**config.mk**
```make
export PLATFORM = sky130hd
export DESIGN_NAME = uart_rx_flat
export DESIGN_NICKNAME = d
export VERILOG_FILES = /design/src/rtl/uart_rx_if.sv /design/src/rtl/uart_rx.sv /design/src/flat_wrapper.sv
export SDC_FILE = /design/constraint.sdc
export NUM_CORES = 1
export LEC_CHECK = 0
export CORE_UTILIZATION = 64
export CTS_BUF_LIST = sky130_fd_sc_hd__clkbuf_8
export CTS_CLUSTER_SIZE = 28
export DETAILED_ROUTE_END_ITERATION = 8
export GPL_TIMING_DRIVEN = 0
export PLACE_DENSITY = 0.86
export SYNTH_ARGS = -nofsm -noshare
export SYNTH_HDL_FRONTEND = slang
export SYNTH_SLANG_ARGS = --single-unit
```
**constraint.sdc**
```tcl
create_clock -name clk -period 3.25 [get_ports clk]
set_input_delay 0.65 -clock clk [delete_from_list [all_inputs] [get_ports clk]]
set_output_delay 0.65 -clock clk [all_outputs]
set_load 0.1 [all_outputs]
```
**src/rtl/uart_rx_if.sv**
```systemverilog
// uart_rx_if: groups the serial input and the byte-level outputs of uart_rx.
//   master modport : the receiver (samples rx, drives the byte-side outputs)
//   slave modport  : the line driver / byte consumer (drives rx, observes outputs)
// Signals:
//   rx         serial line, idle high
//   rx_data    last correctly framed byte
//   rx_valid   one-cycle pulse, rx_data updated
//   frame_err  one-cycle pulse, stop bit sampled low
//   busy       receiver is inside a frame
//   parity_err one-cycle pulse with rx_valid on bad even parity
//              (only present when UART_RX_PARITY_EN is defined)
interface uart_rx_if;
    logic       rx;
    logic [7:0] rx_data;
    logic       rx_valid;
    logic       frame_err;
    logic       busy;
`ifdef UART_RX_PARITY_EN
    logic       parity_err;
`endif

    modport master (
`ifdef UART_RX_PARITY_EN
        output parity_err,
`endif
        input  rx,
        output rx_data,
        output rx_valid,
        output frame_err,
        output busy
    );

    modport slave (
`ifdef UART_RX_PARITY_EN
        input  parity_err,
`endif
        output rx,
        input  rx_data,
        input  rx_valid,
        input  frame_err,
        input  busy
    );
endinterface

```
**src/rtl/uart_rx.sv**
```systemverilog
// uart_rx: 8N1 UART receiver.
//   Synchronises the asynchronous rx line through two flops, detects the
//   start bit, samples every bit at mid-bit and delivers each byte with a
//   one-cycle rx_valid strobe. A low stop bit gives a one-cycle frame_err and
//   the receiver then waits for the line to return high (break handling).
// Ports:
//   clk  system clock, rising edge
//   rst  synchronous, active-low reset
//   bus  uart_rx_if.master: rx in; rx_data, rx_valid, frame_err, busy out
// Build option:
//   UART_RX_PARITY_EN  adds an even-parity bit between data and stop and the
//                      parity_err output (pulses together with rx_valid).
module uart_rx #(
    parameter int CLK_FREQ  = 125000000,
    parameter int BAUD_RATE = 115200
) (
    input  logic      clk,
    input  logic      rst,
    uart_rx_if.master bus
);
    localparam int BIT_TIME = CLK_FREQ / BAUD_RATE;
    localparam int HALF_BIT = BIT_TIME / 2;
    localparam logic [15:0] BIT_LAST  = 16'(BIT_TIME - 1);
    localparam logic [15:0] HALF_LAST = 16'(HALF_BIT - 1);

    typedef enum logic [2:0] {
        IDLE   = 3'd0,
        START  = 3'd1,
        DATA   = 3'd2,
`ifdef UART_RX_PARITY_EN
        PARITY = 3'd3,
`endif
        STOP   = 3'd4,
        BREAK  = 3'd5
    } state_t;

`ifdef UART_RX_PARITY_EN
    // Even parity over data plus parity bit: any odd count of ones is an error.
    function automatic logic parity_fail(input logic [7:0] data, input logic par);
        return ^{data, par};
    endfunction
`endif

    logic        rx_meta_r;
    logic        rx_sync_r;
    logic        rx_s;

    state_t      state_r,      state_s;
    logic [15:0] clk_count_r,  clk_count_s;
    logic [2:0]  bit_index_r,  bit_index_s;
    logic [7:0]  shift_r,      shift_s;
    logic        valid_s;
    logic        ferr_s;

    logic [7:0]  rx_data_r;
    logic        rx_valid_r;
    logic        frame_err_r;
    logic        busy_r;

`ifdef UART_RX_PARITY_EN
    logic        parity_bit_r, parity_bit_s;
    logic        perr_s;
    logic        parity_err_r;
`endif

    // Two-flop synchroniser; both stages reset to the idle (high) line level.
    always_ff @(posedge clk) begin
        if (!rst) begin
            rx_meta_r <= 1'b1;
            rx_sync_r <= 1'b1;
        end else begin
            rx_meta_r <= bus.rx;
            rx_sync_r <= rx_meta_r;
        end
    end

    assign rx_s = rx_sync_r;

    // Next-state, counters and the one-cycle decision strobes.
    always_comb begin
        state_s      = state_r;
        clk_count_s  = clk_count_r;
        bit_index_s  = bit_index_r;
        shift_s      = shift_r;
        valid_s      = 1'b0;
        ferr_s       = 1'b0;
`ifdef UART_RX_PARITY_EN
        parity_bit_s = parity_bit_r;
        perr_s       = 1'b0;
`endif
        case (state_r)
            IDLE: begin
                clk_count_s = 16'd0;
                if (rx_s == 1'b0) begin
                    state_s = START;
                end else begin
                    state_s = IDLE;
                end
            end
            START: begin
                // Mid-start-bit check: a line already high again was a glitch.
                if (clk_count_r == HALF_LAST) begin
                    clk_count_s = 16'd0;
                    bit_index_s = 3'd0;
                    if (rx_s == 1'b0) begin
                        state_s = DATA;
                    end else begin
                        state_s = IDLE;
                    end
                end else begin
                    clk_count_s = clk_count_r + 16'd1;
                end
            end
            DATA: begin
                if (clk_count_r == BIT_LAST) begin
                    clk_count_s = 16'd0;
                    // LSB arrives first, so shifting right leaves it in bit 0.
                    shift_s = {rx_s, shift_r[7:1]};
                    if (bit_index_r == 3'd7) begin
                        bit_index_s = 3'd0;
`ifdef UART_RX_PARITY_EN
                        state_s = PARITY;
`else
                        state_s = STOP;
`endif
                    end else begin
                        bit_index_s = bit_index_r + 3'd1;
                    end
                end else begin
                    clk_count_s = clk_count_r + 16'd1;
                end
            end
`ifdef UART_RX_PARITY_EN
            PARITY: begin
                if (clk_count_r == BIT_LAST) begin
                    clk_count_s  = 16'd0;
                    parity_bit_s = rx_s;
                    state_s      = STOP;
                end else begin
                    clk_count_s = clk_count_r + 16'd1;
                end
            end
`endif
            STOP: begin
                // Deciding at mid-stop-bit lets a start edge right after the
                // stop bit be seen from IDLE.
                if (clk_count_r == BIT_LAST) begin
                    clk_count_s = 16'd0;
                    if (rx_s == 1'b1) begin
                        valid_s = 1'b1;
`ifdef UART_RX_PARITY_EN
                        perr_s  = parity_fail(shift_r, parity_bit_r);
`endif
                        state_s = IDLE;
                    end else begin
                        ferr_s  = 1'b1;
                        state_s = BREAK;
                    end
                end else begin
                    clk_count_s = clk_count_r + 16'd1;
                end
            end
            BREAK: begin
                // Held-low line: wait it out so it cannot look like new frames.
                clk_count_s = 16'd0;
                if (rx_s == 1'b1) begin
                    state_s = IDLE;
                end else begin
                    state_s = BREAK;
                end
            end
            default: begin
                state_s     = IDLE;
                clk_count_s = 16'd0;
                bit_index_s = 3'd0;
            end
        endcase
    end

    // FSM state, counters and shift register.
    always_ff @(posedge clk) begin
        if (!rst) begin
            state_r     <= IDLE;
            clk_count_r <= 16'd0;
            bit_index_r <= 3'd0;
            shift_r     <= 8'h00;
`ifdef UART_RX_PARITY_EN
            parity_bit_r <= 1'b0;
`endif
        end else begin
            state_r     <= state_s;
            clk_count_r <= clk_count_s;
            bit_index_r <= bit_index_s;
            shift_r     <= shift_s;
`ifdef UART_RX_PARITY_EN
            parity_bit_r <= parity_bit_s;
`endif
        end
    end

    // Registered outputs; busy follows the state register one cycle later so
    // it drops the cycle after the rx_valid strobe.
    always_ff @(posedge clk) begin
        if (!rst) begin
            rx_data_r   <= 8'h00;
            rx_valid_r  <= 1'b0;
            frame_err_r <= 1'b0;
            busy_r      <= 1'b0;
`ifdef UART_RX_PARITY_EN
            parity_err_r <= 1'b0;
`endif
        end else begin
            rx_valid_r  <= valid_s;
            frame_err_r <= ferr_s;
            busy_r      <= (state_r != IDLE);
            if (valid_s) begin
                rx_data_r <= shift_r;
            end
`ifdef UART_RX_PARITY_EN
            parity_err_r <= perr_s;
`endif
        end
    end

    assign bus.rx_data   = rx_data_r;
    assign bus.rx_valid  = rx_valid_r;
    assign bus.frame_err = frame_err_r;
    assign bus.busy      = busy_r;
`ifdef UART_RX_PARITY_EN
    assign bus.parity_err = parity_err_r;
`endif

endmodule

```
**src/flat_wrapper.sv**
```systemverilog
// flat-port wrapper written by rule: the top's interface ports become plain ports
module uart_rx_flat 
#(
    parameter int CLK_FREQ  = 125000000,
    parameter int BAUD_RATE = 115200
)
  (clk, rst, bus_rx, bus_rx_data, bus_rx_valid, bus_frame_err, bus_busy);
  uart_rx_if bus_i ();
  input  logic clk;
  input  logic rst;
  input wire logic [$bits(bus_i.rx)-1:0] bus_rx;
  output wire logic [$bits(bus_i.rx_data)-1:0] bus_rx_data;
  output wire logic [$bits(bus_i.rx_valid)-1:0] bus_rx_valid;
  output wire logic [$bits(bus_i.frame_err)-1:0] bus_frame_err;
  output wire logic [$bits(bus_i.busy)-1:0] bus_busy;
  assign bus_i.rx = bus_rx;
  assign bus_rx_data = bus_i.rx_data;
  assign bus_rx_valid = bus_i.rx_valid;
  assign bus_frame_err = bus_i.frame_err;
  assign bus_busy = bus_i.busy;
  uart_rx #(.CLK_FREQ(CLK_FREQ), .BAUD_RATE(BAUD_RATE)) u_core (.clk(clk), .rst(rst), .bus(bus_i));
endmodule
```
== Word level (Yosys, flattened, before mapping) ==
Index checks and enable logic that the tools add are counted.
W data, S select, Z words.

* Bitwise gates (word level): 1
* Equal/unequal tests: 11
* $mul: 0
* $add $sub $neg: 2
* Order comparisons: 0
* Shift-type cells: 0
* Reduce and logical (&&, ||, !) cells: 8
* Muxes and demuxes: 19
* Div/mod/pow operators: 0

{| class="wikitable"
|+ Operators with widths
! cell !! number
|-
| $mux W16 || 2
|-
| $pmux W16 S2 || 1
|-
| $mux W3 || 8
|-
| $add A16 B1 Y16 const B || 1
|-
| $eq A16 B10 Y1 const B || 1
|-
| $eq A16 B11 Y1 const B || 1
|-
| $pmux W3 S5 || 1
|-
| $eq A3 B3 Y1 const B || 3
|-
| $pmux W3 S3 || 1
|-
| $ne A2 B1 Y1 const B || 4
|-
| $reduce_and A3 Y1 || 2
|-
| $mux W1 || 5
|-
| $reduce_and A4 Y1 || 1
|-
| $add A3 B1 Y3 const B || 1
|-
| $eq A3 B1 Y1 const B || 1
|-
| $eq A3 B2 Y1 const B || 1
|-
| $logic_not A3 Y1 || 1
|-
| $reduce_bool A3 Y1 || 1
|-
| $reduce_or A3 Y1 || 1
|-
| $mux W2 || 1
|-
| $reduce_and A2 Y1 || 1
|-
| $reduce_or A2 Y1 || 1
|-
| $not A1 Y1 || 1
|}

* Memories kept: 0
* Input bits: 3
* Word-level logic and storage cells: 51
* Output and inout port bits: 11
* Latch bits: 0
* Memory bits (writable): 0
* Register bits after elaboration: 43
* ROM bits: 0

== Logic depth before layout (Yosys ltp) ==
Gate-level depths: netlist of run 1.

* Depth in word-level cells: 4
* Mapped depth: 8
* Depth with buffers taken out: 7

== Least setup slack after synthesis of run 1 ==
Ideal clock, no wire load.

* Kind: flip-flop to flip-flop
* From: register u_core.clk_count_r[0]
* To: register u_core.clk_count_r[10]
* Setup slack: 1,328 ps
* Stages on the path, launching flop included: 8
* Clock period less this slack: 1,922 ps
* Data arrival time: 1,807 ps
* Setup time: 115 ps
* Buffers on the path: 1
* Data required time: 3,135 ps
* Cell sequence: dfxtp_1 ha_1 or4bb_1 nor4_1 nor3b_1 o21ai_4 buf_4 nor2_1

* Longest elaborated chain between the ends: 3
* Elaborated cells on any way between the ends: 6
* Classes of those cells: add/sub: 1; eq/ne: 2; mux: 3

{| class="wikitable"
|+ Ends and longest elaborated chain
! what !! RTL line !! RTL
|-
| start, declared || uart_rx.sv:49 || <nowiki>logic [15:0] clk_count_r, clk_count_s;</nowiki>
|-
| start signal, assigned || uart_rx.sv:192 || <nowiki>clk_count_r <= clk_count_s;</nowiki>
|-
| $add A16 B1 Y16, or another cell as far along || uart_rx.sv:111, uart_rx.sv:130, uart_rx.sv:160 ||
|-
| $mux W16, on equally long branches || uart_rx.sv:115, uart_rx.sv:147, uart_rx.sv:102 ||
|-
| $pmux W16 S2 (*) || uart_rx.sv:91 || <nowiki>case (state_r)</nowiki>
|}

Mark *: on every way between the ends. The rest lies on a longest branch, timed or not.
A chain may end at the register's enable or synchronous reset.

== Worst setup path in the final report of run 1 ==
* From: register u_core.rx_data_r[2] (netlist: u_core.bus.rx_data[2])
* To: output port bus_rx_data[2]

{| class="wikitable"
|+ RTL lines
! what !! RTL line !! RTL
|-
| start, declared || uart_rx.sv:55 || <nowiki>logic [7:0] rx_data_r;</nowiki>
|-
| start signal, assigned || uart_rx.sv:217 || <nowiki>rx_data_r <= shift_r;</nowiki>
|-
| end, declared || flat_wrapper.sv:12 || <nowiki>output wire logic [$bits(bus_i.rx_data)-1:0] bus_rx_data;</nowiki>
|}

No word-level cell between the ends.

==> summary.md, run 1 <==
| Metric | Value |
|---|---|
| N_diodes | `0` |
| Total Routing Usage GR | `0.253` |
| Post-CTS setup buffer count | `0` |
| Register area share after synthesis | `0.479` |
| PostCTS Resize Cnt | `0` |
| Initial antenna violation count | `0` |
| CTS tree | `built` |
| Worst setup EP type | `output port` |
| NetSw | `0.195 mW` |
| Leakage | `0.762 nW` |
| DRT Pass-1 Iters | `5` |
| DRT antenna net count | `0` |
| Mapped Avg Cell Area | `9.02 sq um` |
| Ys Warns | `0` |
| Hold Path Class | `reg2reg` |
| CP bufs+invs | `1` |
| CP top delay family | `buffers and inverters` |
| Total number of H-tree levels | `2` |
| F_max | `0.410 GHz` |
| Final setup fails | `0` |
| Setup_tns | `0 ns` |
| Layout area overhead | `16.2%` |
| Nets | `226` |
| Pre-CTS WS | `1.04 ns` |
| Internal power | `0.841 mW` |
| Comb power frac | `0.024` |
| CTS clk-pin slew, worst paths | `0.08 ns` |
| RSZ-0062 raised after global routing | `false` |
| Layout cell share with drive strength beyond 1 | `0.0731` |
| Cts bufs inserted | `5` |
| Floorplan die width | `55.0 microns` |
| Via count | `1,425` |
| GPL Wtd Cong | `0.884` |
| Drt initial violations | `49` |
| Crit-path max FO | `2` |
| DR DRC count | `0` |
| Synth Instances | `199` |
| Crit path cell chain | `clkdlybuf4s50_1` |
| Max_cap viols | `0` |
| Post-route minimum period | `2.44 ns` |
| Largest net degree at the start of global routing | `14` |
| Via-to-Cell Ratio | `5.72` |
| Final Worst Setup Slack | `0.812 ns` |
| Slew Limit Fails | `0` |
| Die H | `55.0 microns` |
| Rel. slew slack | `0.348` |
| Global-route wire length before repair | `5330 microns` |
| Full die area | `0.00302 sq mm` |
| WP data arrival | `1.79 ns` |
| Gr ovfl total | `0` |
| Port bufs | `12` |
| Synthesized Nets | `207` |
| Switching share of total power | `0.188` |
| Fin crit share | `0.750` |
| WL per Instance | `13.8 microns` |
| Req. time, crit path | `2.60 ns` |
| Num Clock Sinks | `43` |
| Clk_lat worst skew | `0.30 ns` |
| Final hold violations | `0` |
| P per Cell Area | `497 mW/mm^2` |
| Clk pwr share | `0.462` |
| CTS max path bufs | `2` |
| FF+latch count, synth | `43` |
| Vias in the first global route | `1,259` |
| Initial Util | `0.699` |
| Worst VDD drop | `632 uV` |
| Io pins | `14` |
| Final Cell Area | `0.00209 sq mm` |
| Hold_buf cts | `0` |
| Worst-Margin Slew | `0.974 ns` |
| CP Launch Type | `register` |
| DRT Wirelength | `3420 microns` |
| Clock Skew | `0.00742 ns` |
| Row count | `18` |
| Status | `finished clean` |
| Crit-path max cell delay | `1.14 ns` |
| Mapped cell area | `0.00180 sq mm` |
| Kind of critical path | `reg2out` |
| Hpwl dp | `2380 microns` |
| Yosys cell types | `33` |
| Core area | `0.00257 sq mm` |
| Post-DP Area | `0.00195 sq mm` |
| Sequential share of power | `0.514` |
| CTS Root Buffer Type | `clkbuf_8` |
| Worst path slowest cell | `clkdlybuf4s50_1` |
==> layer usage <==
layer / part of all wire / vias up / track usage / wire length [microns]
met2: 0.51 / 33 / 0.430 / 1730
met3: 0.037 / 9 / 0.0519 / 128
li1: - / 708 / - / -
met1: 0.43 / 675 / 0.293 / 1490
met5: 0 / - / 0 / 0
met4: 0.022 / 0 / 0.146 / 77
==> path summary, 6_finish.rpt <==
path,startpoint,to,slack (ns),depth (start not counted)
worst max-delay path,u_core.bus.rx_data[2],bus_rx_data[2],0.81,1
worst min-delay path,u_core.rx_meta_r,u_core.rx_s,0.41,1
worst max register to register,u_core.clk_count_r[0],u_core.clk_count_r[0],1.04,7
worst min register to register,u_core.rx_meta_r,u_core.rx_s,0.41,1
==> Yosys cell counts <==
cell type / number / area share
nor4_1: 2 / 0.0070
nand2b_1: 3 / 0.010
o21ai_4: 1 / 0.0091
buf_4: 1 / 0.0042
o31ai_1: 1 / 0.0042
o21ai_0: 2 / 0.0056
nand4_1: 4 / 0.014
and4_1: 1 / 0.0049
o32ai_1: 1 / 0.0049
a31oi_1: 1 / 0.0035
o311a_1: 1 / 0.0056
nor3b_1: 2 / 0.0084
or4bb_1: 1 / 0.0063
nor3_1: 4 / 0.011
mux2i_1: 8 / 0.045
nand3b_1: 2 / 0.0084
dfxtp_1: 43 / 0.48
xor2_1: 9 / 0.044
xnor2_1: 6 / 0.029
o221a_2: 1 / 0.0063
buf_2: 2 / 0.0056
o22ai_1: 1 / 0.0035
clkbuf_1: 5 / 0.010
ha_1: 5 / 0.035
nor4_4: 1 / 0.012
nor3_2: 1 / 0.0056
nor2b_1: 1 / 0.0035
or4_4: 2 / 0.013
inv_1: 8 / 0.017
nor2_1: 34 / 0.071
nand2_1: 17 / 0.036
a21oi_1: 11 / 0.031
nand3_1: 17 / 0.047
==> kinds of logic (layout without fill, tap and decap cells) <==
kind of cell | Yosys count | in the layout | synth area share
AO/OA/AOI/OAI | 20 | 20 | 0.0732
adder cells (fa/ha/maj) | 5 | 5 | 0.0348
buffers and inverters | 16 | 36 | 0.0369
AND/OR/NAND/NOR | 92 | 92 | 0.258
multiplexers | 8 | 8 | 0.0446
flip-flops | 43 | 43 | 0.479
XOR/XNOR | 15 | 15 | 0.0732
==> power by group through the flow <==
stage / sequential (mW) / combinational [mW] / clock, mW
2_1_floorplan: 0.547 / 0.0153 / 0
3_3_place_gp: 0.544 / 0.0234 / 0
3_5_place_dp: 0.544 / 0.0244 / 0
4_1_cts: 0.532 / 0.0249 / 0.482
5_1_grt: 0.532 / 0.0271 / 0.503
6_report: 0.532 / 0.0251 / 0.479
==> placed cells by master (no fill, tap or decap) <==
| cell | count |
|---|---|
| inv_1 | 9 |
| ha_1 | 5 |
| o21ai_0 | 2 |
| nand4_1 | 4 |
| nand2b_1 | 3 |
| nor3b_1 | 2 |
| o22ai_1 | 1 |
| nor3_2 | 1 |
| and4_1 | 1 |
| a31oi_1 | 1 |
| nand2_1 | 17 |
| nor2b_1 | 1 |
| dfxtp_1 | 43 |
| nand3b_1 | 2 |
| o32ai_1 | 1 |
| nor3_1 | 4 |
| buf_2 | 2 |
| buf_4 | 1 |
| clkbuf_1 | 5 |
| bufinv_16 | 2 |
| nor4_4 | 1 |
| nor2_1 | 34 |
| or4_4 | 2 |
| clkbuf_8 | 5 |
| o311a_1 | 1 |
| nand3_1 | 17 |
| or4bb_1 | 1 |
| clkdlybuf4s50_1 | 12 |
| o221a_2 | 1 |
| o21ai_4 | 1 |
| mux2i_1 | 8 |
| xor2_1 | 9 |
| a21oi_1 | 11 |
| nor4_1 | 2 |
| o31ai_1 | 1 |
| xnor2_1 | 6 |
==> metrics by stage <==
step | power [mW] | cells | hold WS (ns) | util
3_5_place_dp | 0.569 | 241 | 0.396 | 0.761
2_1_floorplan | 0.562 | 199 | 0.386 | -
6_report | 1.04 | 249 | 0.414 | 0.812
5_1_grt | 1.06 | 249 | 0.428 | 0.812
4_1_cts | 1.04 | 249 | 0.413 | 0.812
3_3_place_gp | 0.568 | 241 | 0.389 | 0.761
==> state kept, by name, summed over array words and instances, names as in the netlist <==
signal,cells
u_core.rx_s,1
u_core.bit_index_r,3
u_core.shift_r,8
u_core.bus.rx_valid,1
u_core.bus.busy,1
u_core.state_r,3
u_core.bus.frame_err,1
u_core.rx_meta_r,1
u_core.clk_count_r,16
u_core.bus.rx_data,8
==> cell type report <==
type                       count  area (sq um)
buffer                         8          36.3
clock buffer                   5          68.8
clock inverter                 3          63.8
fill                         156           482
inverter                       8          30.0
multi-input combinational    140           868
sequential                    43           861
tap                           30          37.5
timing repair buffer          12           120
Note: power is estimated with default switching activity, not from simulation.
==> run 2, diff against run 1 <==
--- a/config.mk
+++ b/config.mk
@@ -5,12 +5,12 @@
 export SDC_FILE = /design/constraint.sdc
 export NUM_CORES = 1
 export LEC_CHECK = 0
-export CORE_UTILIZATION = 64
+export CORE_UTILIZATION = 59
 export CTS_BUF_LIST = sky130_fd_sc_hd__clkbuf_8
 export CTS_CLUSTER_SIZE = 28
 export DETAILED_ROUTE_END_ITERATION = 8
 export GPL_TIMING_DRIVEN = 0
-export PLACE_DENSITY = 0.86
+export PLACE_DENSITY = 0.81
 export SYNTH_ARGS = -nofsm -noshare
 export SYNTH_HDL_FRONTEND = slang
 export SYNTH_SLANG_ARGS = --single-unit
==> constraint.sdc (replaced) <==
create_clock -name clk -period 2.34 [get_ports clk]
set_input_delay 0.468 -clock clk [delete_from_list [all_inputs] [get_ports clk]]
set_output_delay 0.468 -clock clk [all_outputs]
set_load 0.1 [all_outputs]
==> summary.md, run 2 (same netlist as run 1, synthesis figures left out) <==
| Metric | Value |
|---|---|
| Initial antenna violation count | `0` |
| Post-DP Area | `0.00195 sq mm` |
| Worst-Margin Slew | `0.969 ns` |
| Total number of H-tree levels | `2` |
| Clk_lat worst skew | `0.30 ns` |
| Switching share of total power | `0.209` |
| Vias in the first global route | `1,361` |
| Crit-path max cell delay | `1.14 ns` |
| Cts bufs inserted | `5` |
| DRT Wirelength | `3330 microns` |
| CTS max path bufs | `2` |
| Global-route wire length before repair | `5700 microns` |
| Rel. slew slack | `0.352` |
| CP top delay family | `buffers and inverters` |
| Full die area | `0.00327 sq mm` |
| CTS Root Buffer Type | `clkbuf_8` |
| Nets | `226` |
| GPL Wtd Cong | `0.864` |
| Io pins | `14` |
| Status | `complete, but fails checks` |
| Cells after DPL | `242` |
| Max FFs per register | `16` |
| CP bufs+invs | `1` |
| Worst path slowest cell | `clkdlybuf4s50_1` |
| Violated checks | `design-rule violations` |
| Hold Path Class | `reg2reg` |
| Gr ovfl total | `0` |
| DRT Pass-1 Iters | `6` |
| Sequential share of power | `0.550` |
| WP data arrival | `1.81 ns` |
| Crit path cell chain | `clkdlybuf4s50_1` |
| Kind of critical path | `reg2out` |
| Row count | `19` |
| Core area | `0.00283 sq mm` |
| Comb power frac | `0.025` |
| Largest net degree at the start of global routing | `15` |
| Final Cell Area | `0.00207 sq mm` |
| Pre-CTS WS | `0.0230 ns` |
| Slew Limit Fails | `0` |
| N_diodes | `0` |
| Internal power | `1.06 mW` |
| Max_cap viols | `0` |
| Layout area overhead | `15.5%` |
| CTS tree | `built` |
| Num Clock Sinks | `43` |
| Drt initial violations | `58` |
| Total Routing Usage GR | `0.228` |
| DRT antenna net count | `0` |
| RSZ-0062 raised after global routing | `false` |
| Storage element area | `861 sq um` |
| F_max | `0.440 GHz` |
| Largest Register | `u_core.clk_count_r` |
| Req. time, crit path | `1.87 ns` |
| Commonest non-fill, non-tap cells in the layout | `dfxtp_1, nor2_1, nand3_1, nand2_1, clkdlybuf4s50_1` |
| Clk pwr share | `0.425` |
| Final hold violations | `0` |
| Initial Util | `0.635` |
| Fin cells | `250` |
| Fin crit share | `0.972` |
| Commonest non-fill, non-tap cell in the layout | `dfxtp_1` |
| Floorplan die width | `57.2 microns` |
| Post-route minimum period | `2.27 ns` |
| DR DRC count | `3` |
| Worst VDD drop | `422 uV` |
| P per Cell Area | `648 mW/mm^2` |
| Post-CTS setup buffer count | `0` |
| WHS | `0.423 ns` |
| NetSw | `0.281 mW` |
| Final Worst Setup Slack | `0.0665 ns` |
| Hpwl dp | `2290 microns` |
| Via count | `1,403` |
| Worst setup EP type | `output port` |
| Setup_tns | `0 ns` |
| Crit-path max FO | `2` |
| Slack of the worst reg-to-reg path | `0.15 ns` |
| Leakage | `0.751 nW` |
| Finished Core Util | `0.733` |
| CP Launch Type | `register` |
| Die H | `57.2 microns` |
| WL per Instance | `13.3 microns` |
| Power, Total | `1.34 mW` |
| Clock Skew | `0.00999 ns` |
| Area occupied by multi-input gates | `875 sq um` |
| CTS clk-pin slew, worst paths | `0.08 ns` |
| Final setup fails | `0` |
| Filler cells | `227` |
| Via-to-Cell Ratio | `5.61` |
| Port bufs | `12` |
| Layout cell share with drive strength beyond 1 | `0.0822` |
| Hold_buf cts | `0` |
[run 2: layout make-up]
| class | instances | area share |
|---|---|---|
| Timing Repair Buffer | 12 | 0.0579 |
| Tap cell | 31 | 0.0187 |
| Buffer | 8 | 0.0175 |
| Sequential cell | 43 | 0.415 |
| Inverter | 8 | 0.0145 |
| Multi-Input combinational cell | 140 | 0.422 |
| Clock inverter | 3 | 0.0211 |
| Clock buffer | 5 | 0.0332 |
[run 2: power groups by stage]
stage	sequential [mW]	combinational [mW]	clock, mW
floorplan	0.759	0.0213	0
CTS	0.739	0.0336	0.577
detailed placement	0.756	0.0334	0
global route	0.739	0.0369	0.605
global placement	0.756	0.0327	0
finish	0.739	0.0335	0.572
[run 2: metal layers]
layer	up-vias	track usage	wire, microns	part of all wire
li1	720	-	-	-
met1	649	0.251	1490	0.45
met2	25	0.410	1660	0.50
met3	9	0.0431	113	0.034
met4	0	0.132	68	0.020
met5	-	0	0	0
[run 2: path summary, 6_finish.rpt]
path	start	end	cells past startpoint
setup / recovery	u_core.bus.rx_data[0]	bus_rx_data[0]	1
hold / removal	u_core.rx_meta_r	u_core.rx_s	1
setup reg to reg	u_core.clk_count_r[12]	u_core.clk_count_r[0]	6
hold reg to reg	u_core.rx_meta_r	u_core.rx_s	1
[run 2: repair_timing]
| action | CTS | global route |
|---|---|---|
| endpoints found under the hold margin | 0 | 0 |
| resized for setup | 0 | 1 |
| setup endpoints to repair | 0 | 10 |
[run 2: worst register-to-register path: stages (launching register included)]
cell	delay, ns
dfxtp_1	0.35
or4_4	0.58
nor4_4	0.48
nor3_2	0.15
o21ai_4	0.25
buf_4	0.22
nor2_1	0.05
